===== src/rtl/panda_risc_v_alu_res_buf.sv =====
// ALU result buffer: 2-entry FIFO toward commit plus branch resolution.
// A mispredicted branch raises a held flush request and wrong-path results are filtered.
module panda_risc_v_alu_res_buf #(
   parameter int unsigned inst_id_width = 4,
   parameter string       en_flush_drop = "true"
) (
   input  logic                     clk,
   input  logic                     rst,
   input  logic                     s_valid,
   output logic                     s_ready,
   input  logic [1:0]               s_inst_type,
   input  logic [inst_id_width-1:0] s_inst_id,
   input  logic [4:0]               s_rd_id,
   input  logic [31:0]              s_alu_res,
   input  logic                     s_brc_cond_res,
   input  logic [31:0]              s_ls_addr,
   input  logic                     s_pred_taken,
   input  logic [31:0]              s_brc_target,
   input  logic [31:0]              s_pc_nxt,
   output logic                     m_valid,
   input  logic                     m_ready,
   output logic [inst_id_width-1:0] m_inst_id,
   output logic [4:0]               m_rd_id,
   output logic                     m_rd_wen,
   output logic [31:0]              m_res,
   output logic                     flush_req,
   output logic [31:0]              flush_addr,
   input  logic                     flush_ack
);

   localparam bit DROP_ON_FLUSH = (en_flush_drop == "true");

   typedef enum logic {
      NORMAL,
      FLUSH_WAIT
   } state_t;

   state_t state_q;

   logic [inst_id_width-1:0] id_q  [0:1];
   logic [4:0]               rd_q  [0:1];
   logic                     wen_q [0:1];
   logic [31:0]              res_q [0:1];

   logic        wptr_q, wptr_d;
   logic        rptr_q, rptr_d;
   logic [1:0]  cnt_q, cnt_d;
   logic [31:0] flush_addr_q;

   logic        full;
   logic        accept;
   logic        push;
   logic        pop;
   logic        mispredict;
   logic        entry_wen;
   logic [31:0] entry_res;

   always_comb begin
      full = (cnt_q == 2'd2);
      if ((state_q == FLUSH_WAIT) && !DROP_ON_FLUSH)
         s_ready = 1'b0;
      else
         s_ready = ~full;
      accept = s_valid & s_ready;
      // Inputs accepted while a flush is pending are wrong-path: consumed, never stored.
      push       = accept & (state_q == NORMAL);
      pop        = m_valid & m_ready;
      mispredict = push & (s_inst_type == 2'd1) & (s_brc_cond_res != s_pred_taken);
   end

   always_comb begin
      entry_wen = (s_inst_type == 2'd0) & (s_rd_id != 5'd0);
      case (s_inst_type)
         2'd1:    entry_res = {31'd0, s_brc_cond_res};
         2'd2:    entry_res = s_ls_addr;
         default: entry_res = s_alu_res;
      endcase
   end

   always_comb begin
      wptr_d = push ? ~wptr_q : wptr_q;
      rptr_d = pop ? ~rptr_q : rptr_q;
      case ({push, pop})
         2'b10:   cnt_d = cnt_q + 2'd1;
         2'b01:   cnt_d = cnt_q - 2'd1;
         default: cnt_d = cnt_q;
      endcase
   end

   always_ff @(posedge clk) begin
      if (rst) begin
         wptr_q <= 1'b0;
         rptr_q <= 1'b0;
         cnt_q  <= '0;
         for (int unsigned i = 0; i < 2; i++) begin
            id_q[i]  <= '0;
            rd_q[i]  <= '0;
            wen_q[i] <= 1'b0;
            res_q[i] <= '0;
         end
      end else begin
         wptr_q <= wptr_d;
         rptr_q <= rptr_d;
         cnt_q  <= cnt_d;
         if (push) begin
            id_q[wptr_q]  <= s_inst_id;
            rd_q[wptr_q]  <= s_rd_id;
            wen_q[wptr_q] <= entry_wen;
            res_q[wptr_q] <= entry_res;
         end
      end
   end

   always_ff @(posedge clk) begin
      if (rst) begin
         state_q      <= NORMAL;
         flush_addr_q <= '0;
      end else begin
         case (state_q)
            NORMAL: begin
               if (mispredict) begin
                  state_q      <= FLUSH_WAIT;
                  flush_addr_q <= s_brc_cond_res ? s_brc_target : s_pc_nxt;
               end
            end
            FLUSH_WAIT: begin
               if (flush_ack)
                  state_q <= NORMAL;
            end
            default: state_q <= NORMAL;
         endcase
      end
   end

   assign m_valid    = (cnt_q != 2'd0);
   assign m_inst_id  = id_q[rptr_q];
   assign m_rd_id    = rd_q[rptr_q];
   assign m_rd_wen   = wen_q[rptr_q];
   assign m_res      = res_q[rptr_q];
   assign flush_req  = (state_q == FLUSH_WAIT);
   assign flush_addr = flush_addr_q;

endmodule


===== config.mk =====
export PLATFORM = sky130hd
export DESIGN_NAME = panda_risc_v_alu_res_buf
export DESIGN_NICKNAME = d
export VERILOG_FILES = /design/src/rtl/panda_risc_v_alu_res_buf.sv
export SDC_FILE = /design/constraint.sdc
export NUM_CORES = 1
export LEC_CHECK = 0
export ABC_CLOCK_PERIOD_IN_PS = 2800
export CORE_MARGIN = 5
export CORE_UTILIZATION = 30
export CTS_BUF_LIST = sky130_fd_sc_hd__clkbuf_8 sky130_fd_sc_hd__clkbuf_16
export CTS_CLUSTER_DIAMETER = 50
export DETAILED_ROUTE_END_ITERATION = 6
export DONT_BUFFER_PORTS = 1
export PLACE_DENSITY = 0.53
export SKIP_CTS_REPAIR_TIMING = 1
export SYNTH_ARGS = -nofsm -noshare
export SYNTH_HDL_FRONTEND = slang
export SYNTH_SLANG_ARGS = --single-unit

===== constraint.sdc =====
create_clock -name clk -period 2.8 [get_ports clk]
set_input_delay 0.14 -clock clk [delete_from_list [all_inputs] [get_ports clk]]
set_output_delay 0.14 -clock clk [all_outputs]
set_load 0.03 [all_outputs]

* Word level (Yosys, flattened, before mapping)
Memories as Yosys holds them, arrays and structs flattened. A register that Yosys moved wholly into a read port is not among the register bits. Index checks and enable logic that the tools add are counted. W data, S select, Z words.
Storage, ports and cells: word-level logic and storage cells 67, bits in registers 37, ROM bits 0, bits in writable memories 84, latch bits 0, memories kept 4
Memory list:
- res_q | words 2, width 32, read ports 1, clocked after memory_dff 1, write ports 2, RTL line 43 | logic [31:0] res_q [0:1];
- rd_q | words 2, width 5, read ports 1, clocked after memory_dff 1, write ports 2, RTL line 41 | logic [4:0] rd_q [0:1];
- id_q | words 2, width 4, read ports 1, clocked after memory_dff 1, write ports 2, RTL line 40 | logic [inst_id_width-1:0] id_q [0:1];
- wen_q | words 2, width 1, read ports 1, clocked after memory_dff 1, write ports 2, RTL line 42 | logic wen_q [0:1];
Operators by class: reductions and logical operators 9, $lt $le $gt $ge 0, bitwise operators 10, eq/ne operators 6, mux-type cells 31, shift operators 0, multipliers 0, div/mod/pow operators 0, add/sub/neg operators 2
Operators by type and width (count):
- $mux W32 | 2
- $pmux W32 S2 | 1
- $reduce_or A32 Y1 | 1
- $mux W1 | 24
- $and A1 B1 Y1 | 6
- $eq A2 B2 Y1 const B | 3
- $mux W5 | 1
- $reduce_bool A5 Y1 | 1
- $reduce_or A5 Y1 | 1
- $eq A2 B1 Y1 const B | 2
- $mux W4 | 1
- $not A1 Y1 | 4
- $pmux W2 S2 | 1
- $reduce_bool A2 Y1 | 2
- $reduce_or A4 Y1 | 1
- $add A2 B1 Y2 const B | 1
- $logic_not A2 Y1 | 1
- $pmux W1 S2 | 1
- $reduce_and A2 Y1 | 1
- $sub A2 B1 Y2 const B | 1
- $ne A1 B1 Y1 | 1
- $reduce_or A1 Y1 | 1

* Depth between registers and ports, before layout
Gate-level depths: netlist (run 1).
depth in word-level cells 9, mapped depth 7, depth with buffers taken out 5

* Worst setup path after synthesis (run 1)
OpenSTA, ideal clock, no wires.
path kind register to register, start register cnt_q[1], end memory id_q[1][0] (enable), slack 0.247 ns, arrival 2.153 ns, data required time 2.400 ns, setup time 0.400 ns, stages on the path, launching flop included 6, cells stage by stage dfxtp_1 -> nor2b_2 -> inv_1 -> nand4_1 -> buf_2 -> nand2_1
RTL lines:
- start: declaration | RTL line 47 | logic [1:0] cnt_q, cnt_d;
- start signal: assignment | RTL line 104 | cnt_q <= cnt_d;
- end: declaration | RTL line 40

==> flow_summary.ini, run 1 <==
[routing]
dr.pass1.iters = 4
wl_per_cell_um = 18.24
ant_nets = 0
drc = 0
wl_mm = 14.66
vias = 3869
drt_iter0_drc = 165
detail_route.vias_per_cell = 4.812

[worst_setup_path]
worstSetupEndpointType = output pin
path_cells = buf_4, mux2_2
cp_max_fo = 26
criticalPathCategory = reg -> out
slowest_stage = dfxtp_2
critPathRequiredTime_ns = 2.66
worst_ep_arrival_time_ns = 1.99
max_stage_delay_ns = 0.79
startpoint_type = flop

[final_layout]
area_delta_synth_final_pct = 17.57
layout_commonest_cell = edfxtp_1
num-nets-final = 674
final_cell_mix = edfxtp_1 (84), mux2_2 (74), nor2_1 (68)
fill_cells = 1933
drive_above_1_share_pct = 23.46

[timing]
fin_tns_setup_ns = 0
finalHoldViolCount = 1
setup_viol = 0
slew_headroom_pct = 51.47
fin_worst_skew_ns = 0.009764
fin_crit_ns = 2.126
whs_ns = -0.008557
timing.final.ws_setup_ns = 0.6741
tightest_slew_ns = 0.7279
maxSlewViolCount = 0
rsz0062_at_grt = false
period_share_pct = 75.92
max_freq_mhz = 470.4

[global_route]
grt_antenna_before_repair = 2
grt_busiest_layer = met2
grt_pass1_vias = 3941
use_met1_pct = 15.16
overflow = 0
grt_usage_pct = 12.74
grt_pass1_wl_mm = 21.77
grt_start_max_net_pins = 65
grtUsageMet3_pct = 6.201
use_met2_pct = 20.43

[power_and_ir_drop]
sw_frac_of_total_pct = 25.67
p_sw_mw = 1.295
p_int_mw = 3.749
seqPwrFrac_pct = 41.9
p_leak_nw = 2.693
clkPwrFrac_pct = 45.6
power_density_mw_per_mm2 = 727.6
ir_worst_vdd_v = 0.0004177
pwr-share-comb_pct = 12.5

[floorplanning]
row_count = 51
die_height_um = 150.2
core_region_area_mm2 = 0.01940
num_io_pins = 223
die_area_mm2 = 0.02256
die_x_um = 150.2
start_util_pct = 30.40

[clock_network]
clock-sinks = 122
htree_num_levels = 4
cts_tree = built
cts-root-buf = clkbuf_16
clk_pin_slew_ns = 0.06
clk_latency_ns = 0.41
cts_buffer_depth = 2
numCtsBuffers = 17

[yosys]
syn_area_mm2 = 0.005897
synth-main-ff-cell = edfxtp_1
synth_cell_types = 35
synthCells = 518
async_flop_share_pct = 0
yosysSeqAreaShare_pct = 55.68
synth_edf_count = 84
yosys_register_bits = 122
yosys_warnings = 0
synth_area_per_cell_um2 = 11.38
synth_nets = 667

[job]
drv_cap = 0

[place]
hpwl_mm = 9.984
gp_congestion = 0.7681
io_buffers = 0
place_ws_ns = 0.8883

[run_status]
status = finished, violations left
violations = negative hold slack

[worst_hold_path]
hp-class = in -> reg
[per-stage QoR]
stage | power [mW] | util [%] | cell area [µm²] | cells | hold WS [ns]
2_1_floorplan | 2.657 | - | 5897 | 518 | 0.3018
3_3_place_gp | 2.761 | 31.79 | 6166 | 757 | 0.2128
3_5_place_dp | 2.774 | 31.79 | 6166 | 757 | 0.2132
4_1_cts | 5.106 | 34.99 | 6788 | 788 | -0.2259
5_1_grt | 5.257 | 35.74 | 6933 | 804 | 0.003871
6_report | 5.045 | 35.74 | 6933 | 804 | -0.008557
[routing by layer]
metal | vias up | part of all wire, %
met3 | 6 | 11
met1 | 1839 | 42
met5 | - | 0
met2 | 181 | 47
met4 | 0 | 0.70
li1 | 1843 | -
[synthesized netlist by cell type (2+ instances only)]
cell,count,area (µm²)
edfxtp_1,84,2522
mux2_2,74,833.3
nand2_1,68,255.2
nor2_1,68,255.2
dfxtp_1,38,760.7
mux2i_1,33,330.3
a31oi_1,32,200.2
nor2b_1,32,200.2
clkbuf_1,21,78.83
and2_1,18,112.6
buf_2,8,40.04
inv_1,4,15.01
a21oi_1,3,15.01
buf_1,3,11.26
buf_4,3,22.52
buf_6,3,33.78
ha_1,3,37.54
o21ai_0,3,15.01
nand2b_1,2,12.51
or4_1,2,15.01
xor2_1,2,17.52
[path summary, 6_finish.rpt]
| kind | start | endpoint | slack (ns) | cells after the start |
|---|---|---|---|---|
| setup / recovery | flop | m_res[30] | 0.67 | 2 |
| hold / removal | s_alu_res[0] | res_q[0][0] | -0.009 | 2 |
| setup reg to reg | cnt_q[1] | res_q[1][7] | 0.88 | 5 |
| hold reg to reg | rptr_q | rptr_q | 0.51 | 2 |
[critical path, delay by kind of cell (launching register included)]
family / cells / cell delay, ns
DFF: 1 / 0.79
buffers and inverters: 1 / 0.31
muxes: 1 / 0.45
[final cells by class]
| class | instances | area [µm²] | share of cell area, % |
|---|---|---|---|
| Timing Repair Buffer | 26 | 255.2 | 3.682 |
| Clock inverter | 14 | 196.4 | 2.833 |
| Antenna cell | 2 | 5.005 | 0.07219 |
| Clock buffer | 17 | 425.4 | 6.136 |
| Sequential cell | 122 | 3284 | 47.37 |
| Inverter | 4 | 15.01 | 0.2166 |
| Tap cell | 265 | 331.6 | 4.783 |
| Multi-Input combinational cell | 354 | 2420 | 34.90 |
[registers in the layout, summed over array words and instances, names as in the netlist, named ones only]
register and cells:
cnt_q 2, rd_q 10, id_q 8, flush_addr 32, res_q 64, flush_req 1, wptr_q 1, rptr_q 1
wen_q 2
[power by group through the flow]
stage | logic [mW] | clock network, mW | registers, mW
finish | 0.630 | 2.30 | 2.11
CTS | 0.624 | 2.37 | 2.12
global route | 0.683 | 2.45 | 2.13
floorplan | 0.530 | 0 | 2.13
detailed placement | 0.620 | 0 | 2.15
global placement | 0.613 | 0 | 2.15
[cell families after synthesis]
| family | synth area share [%] |
|---|---|
| compound gates | 4.435 |
| xor+xnor | 0.2971 |
| fa+ha+maj | 0.6366 |
| buf+inv | 3.416 |
| flops | 55.68 |
| mux | 19.73 |
| simple gates | 15.81 |
No activity file was read; power rests on OpenSTA's default activity.
==> inputs of run 2 (changes only) <==
Settings changed: ABC_CLOCK_PERIOD_IN_PS 2800 to 1900, PLACE_DENSITY 0.53 to 0.54.
Clock period 2.8 ns to 1.9 ns, I/O delays scaled along.
==> run 2 against run 1 <==
Net effect: routed wire length increased by 2.3%; largest cell class unchanged; the run still ends with negative hold slack left; clock power increased by 42%; worst hold slack got worse by 0.0058 ns; clock-buffer cell count unchanged; total power increased by 47%; critical path depth increased by 2; non-clock buffer count increased by 33; design area increased by 4.9%; sequential power increased by 46%; die area unchanged.
==> flow_summary.ini, run 2 (same netlist as run 1, synthesis figures left out) <==
[run_status]
status = finished, violations left
violations = negative hold slack

[worst_setup_path]
slowest_stage = dfxtp_1
criticalPathCategory = reg -> reg
worstSetupEndpointType = flop
max_stage_delay_ns = 0.43
critPathRequiredTime_ns = 1.96
path_cells = nor2b_2, inv_1, nand4_1, nand2_8
worst_ep_arrival_time_ns = 1.76
crit_buf_inv = 1
startpoint_type = flop
crit_family = simple AND/OR/NAND/NOR gates
cp_max_fo = 42

[floorplanning]
die_height_um = 150.2
die_x_um = 150.2
row_count = 51
start_util_pct = 30.40
num_io_pins = 223
die_area_mm2 = 0.02256
core_region_area_mm2 = 0.01940

[timing]
fin_worst_skew_ns = 0.007220
fin_tns_setup_ns = 0
tightest_slew_ns = 0.4648
finalHoldViolCount = 8
whs_ns = -0.01438
rsz0062_at_grt = false
fin_crit_ns = 1.698
period_share_pct = 89.36
setup_viol = 0
slew_headroom_pct = 69.01
maxSlewViolCount = 0
max_freq_mhz = 589.0

[place]
place_inst = 765
gp_congestion = 0.7262
io_buffers = 0
hpwl_mm = 10.39

[global_route]
overflow = 0
grt_pass1_vias = 4173
grt_start_max_net_pins = 54
grt_usage_pct = 13.14
grt_antenna_before_repair = 0
grt_pass1_wl_mm = 22.56

[clock_network]
cts-root-buf = clkbuf_16
numCtsBuffers = 17
clk_latency_ns = 0.40
clock-sinks = 122
htree_num_levels = 4
cts_buffer_depth = 2
cts_tree = built
clk_pin_slew_ns = 0.06

[routing]
drt_iter0_drc = 196
ant_nets = 0
wl_mm = 15.00
vias = 3960
wl_per_cell_um = 17.94
drc = 0
dr.pass1.iters = 4
detail_route.vias_per_cell = 4.737

[final_layout]
largest_register = res_q
largest_reg_flops = 64
finalNonFillerCells = 836
drive_above_1_share_pct = 23.47
num_antenna_cells = 0
area_delta_synth_final_pct = 23.34
final_cell_mix = edfxtp_1 (84), mux2_2 (74), nor2_1 (68)
fill_cells = 1924
num-nets-final = 707
layout_commonest_cell = edfxtp_1

[job]
drv_cap = 0

[power_and_ir_drop]
design_power_total_mw = 7.392
power_density_mw_per_mm2 = 1016
p_leak_nw = 2.848
ir_worst_vdd_v = 0.0005587

[worst_hold_path]
hp-class = in -> reg
run 2: final timing paths:
path / startpoint / end / slack [ns] / depth (start not counted)
min: s_ls_addr[3] / res_q[1][3] / -0.01 / 2
max: cnt_q[0] / res_q[1][27] / 0.20 / 4
min reg2reg: rptr_q / rptr_q / 0.51 / 2
max reg2reg: cnt_q[0] / res_q[1][27] / 0.20 / 4
run 2: power breakdown:
part	switching, mW	internal, mW	total, mW
registers	0.0864	3.01	3.09
clock network	1.21	2.06	3.27
logic	0.645	0.383	1.03
total	1.94	5.45	7.39
run 2: layout make-up:
type | count | area (µm²) | area share [%]
Sequential cell | 122 | 3284 | 45.16
Multi-Input combinational cell | 354 | 2439 | 33.53
Timing Repair Buffer | 59 | 603.1 | 8.292
Clock buffer | 17 | 425.4 | 5.849
Tap cell | 265 | 331.6 | 4.559
Clock inverter | 15 | 175.2 | 2.408
Inverter | 4 | 15.01 | 0.2064
run 2: stage by stage:
step / utilization (%) / cell area, µm² / hold slack, ns / setup WS [ns]
6_report: 37.49 / 7273 / -0.01438 / 0.2021
5_1_grt: 37.49 / 7273 / 0.002351 / 0.07777
4_1_cts: 35.48 / 6883 / -0.2704 / 0.1959
3_5_place_dp: 32.39 / 6282 / 0.1657 / 0.2009
3_3_place_gp: 32.39 / 6282 / 0.1671 / 0.2613
2_1_floorplan: - / 5921 / 0.2568 / 0.08722
run 2: metal layers:
metal,wire length [µm],vias up,share of wire (%),global-route usage [%]
li1,-,1901,-,-
met1,5909,1861,39,13.94
met2,7179,190,48,22.26
met3,1770,8,12,7.465
met4,138,0,0.92,3.980
met5,0,-,0,0
run 2: worst register-to-register path: stages (launching register included):
cell and delay [ns]:
dfxtp_1 0.43, nor2b_2 0.10, inv_1 0.09, nand4_1 0.29
nand2_8 0.40
==> inputs of run 3 (changes only) <==
Settings changed: REMOVE_ABC_BUFFERS set to 1.
==> run 3 against run 2 <==
Net effect: the flow still finishes with violations (negative hold slack); clock-buffer cell count is the same; sequential cell count unchanged; final cell count decreased by 0.60%; global-route usage shrank 0.37 points.
==> flow_summary.ini, run 3 (same netlist as run 1, synthesis figures left out) <==
[worst_setup_path]
reg2reg_to = res_q[1][29]
path_cells = buf_12, mux2_2
crit_family = flip-flops
max_stage_delay_ns = 0.52
criticalPathCategory = reg -> out
worst_ep_arrival_time_ns = 1.68
reg2regPathDepth = 5
critPathRequiredTime_ns = 1.80
crit_cells = 2
cp_max_fo = 32
endpoint = m_res[15]
startpoint_type = flop
slowest_stage = dfxtp_2
worstSetupEndpointType = output pin
crit_buf_inv = 1
r2r_slack_ns = 0.13
worstReg2RegStart = cnt_q[0]

[routing]
drt_iter0_drc = 161
vias = 3981
ant_nets = 0
dr.pass1.iters = 5
drc = 0
wl_mm = 14.77
detail_route.vias_per_cell = 4.791
wl_per_cell_um = 17.77

[place]
io_buffers = 0
placed_cell_area_mm2 = 0.006218
hpwl_mm = 10.01
gp_congestion = 0.7698

[final_layout]
num-nets-final = 701
largest_reg_flops = 64
final_cell_mix = edfxtp_1 (84), mux2_2 (74), nor2_1 (68)
area_delta_synth_final_pct = 22.28
layout_commonest_cell = edfxtp_1
largest_register = res_q
drive_above_1_share_pct = 22.65
design_area_mm2 = 0.007211

[timing]
tightest_slew_ns = 0.5744
rsz0062_at_grt = false
whs_ns = -0.02129
fin_worst_skew_ns = 0.008142
finalHoldViolCount = 8
maxSlewViolCount = 0
fin_crit_ns = 1.774
max_freq_mhz = 563.6
setup_viol = 0
slew_headroom_pct = 61.71
period_share_pct = 93.38

[floorplanning]
start_util_pct = 30.40
die_area_mm2 = 0.02256
row_count = 51
num_io_pins = 223
die_height_um = 150.2
die_x_um = 150.2
core_region_area_mm2 = 0.01940

[run_status]
status = finished, violations left
violations = negative hold slack

[power_and_ir_drop]
design_power_total_mw = 7.373
power_density_mw_per_mm2 = 1023
p_leak_nw = 2.808
ir_worst_vdd_v = 0.0005405

[clock_network]
clock-sinks = 122
cts-root-buf = clkbuf_16
clk_latency_ns = 0.41
htree_num_levels = 4
numCtsBuffers = 17
cts_tree = built
clk_pin_slew_ns = 0.05
cts_buffer_depth = 2

[global_route]
overflow = 0
grt_pass1_vias = 4018
grt_usage_pct = 12.77
grt_pass1_wl_mm = 21.94
grt_antenna_before_repair = 2
grt_start_max_net_pins = 65

[worst_hold_path]
hp-class = in -> reg
hold_start = s_ls_addr[24]

[job]
drv_cap = 0
[run 3: cell count changes in the layout (fill, tap and decap cells not counted), sizes merged]
cell | previous run | this run
buf | 20 | 14
clkinv | 7 | 6
diode | 0 | 1
clkinvlp | 3 | 4
[run 3: worst register-to-register path: cells and delay by family (launching register included)]
family        cells  cell delay [ns]
buf+inv           2             0.51
simple gates      3             0.47
flops             1             0.44
[run 3: per-layer routing]
metal,up-vias,wire length (µm),part of all wire (%),GRT usage [%]
li1,1891,-,-,-
met1,1884,6081,41,14.53
met2,196,6941,47,20.70
met3,8,1624,11,7.194
met4,2,107,0.72,3.477
met5,-,13,0.088,0
[run 3: report_power, final]
part / total (mW) / internal, mW / switching, mW / leakage, nW
Clock: 3.27 / 2.06 / 1.21 / 0.283
Combinational: 1.00 / 0.368 / 0.632 / 1.32
Sequential: 3.10 / 3.01 / 0.0954 / 1.20
Total: 7.37 / 5.44 / 1.94 / 2.81
[run 3: per-stage QoR]
| step | setup TNS, ns | cells | worst slack [ns] | hold slack, ns | util (%) |
|---|---|---|---|---|---|
| floorplan | -145.68 | 480 | -1.942 | 0.1641 | - |
| global placement | 0 | 759 | 0.1927 | 0.1668 | 32.06 |
| detailed placement | 0 | 759 | 0.1272 | 0.1658 | 32.06 |
| CTS | 0 | 791 | 0.08969 | -0.2743 | 35.15 |
| global route | 0 | 831 | 0.01633 | 0.002268 | 37.17 |
| finish | 0 | 831 | 0.1257 | -0.02129 | 37.17 |
[run 3: final cells by class]
cell class,count,area [µm²]
Clock buffer,17,425.4
Antenna cell,1,2.502
Clock inverter,15,173.9
Fill cell,1927,12190
Sequential cell,122,3284
Timing Repair Buffer,53,558.0
Inverter,4,15.01
Tap cell,265,331.6
Multi-Input combinational cell,354,2420
[run 3: how the worst min path moves through the flow]
stage	endpoint	slack, ns	cells past startpoint
after detailed placement	flop	0.17	1
after global placement	flop	0.17	1
after CTS	flush_req	-0.27	1
after floorplan	cnt_q[1]	0.16	1
after global routing	flush_addr[2]	0.002	3
final	res_q[1][24]	-0.02	2
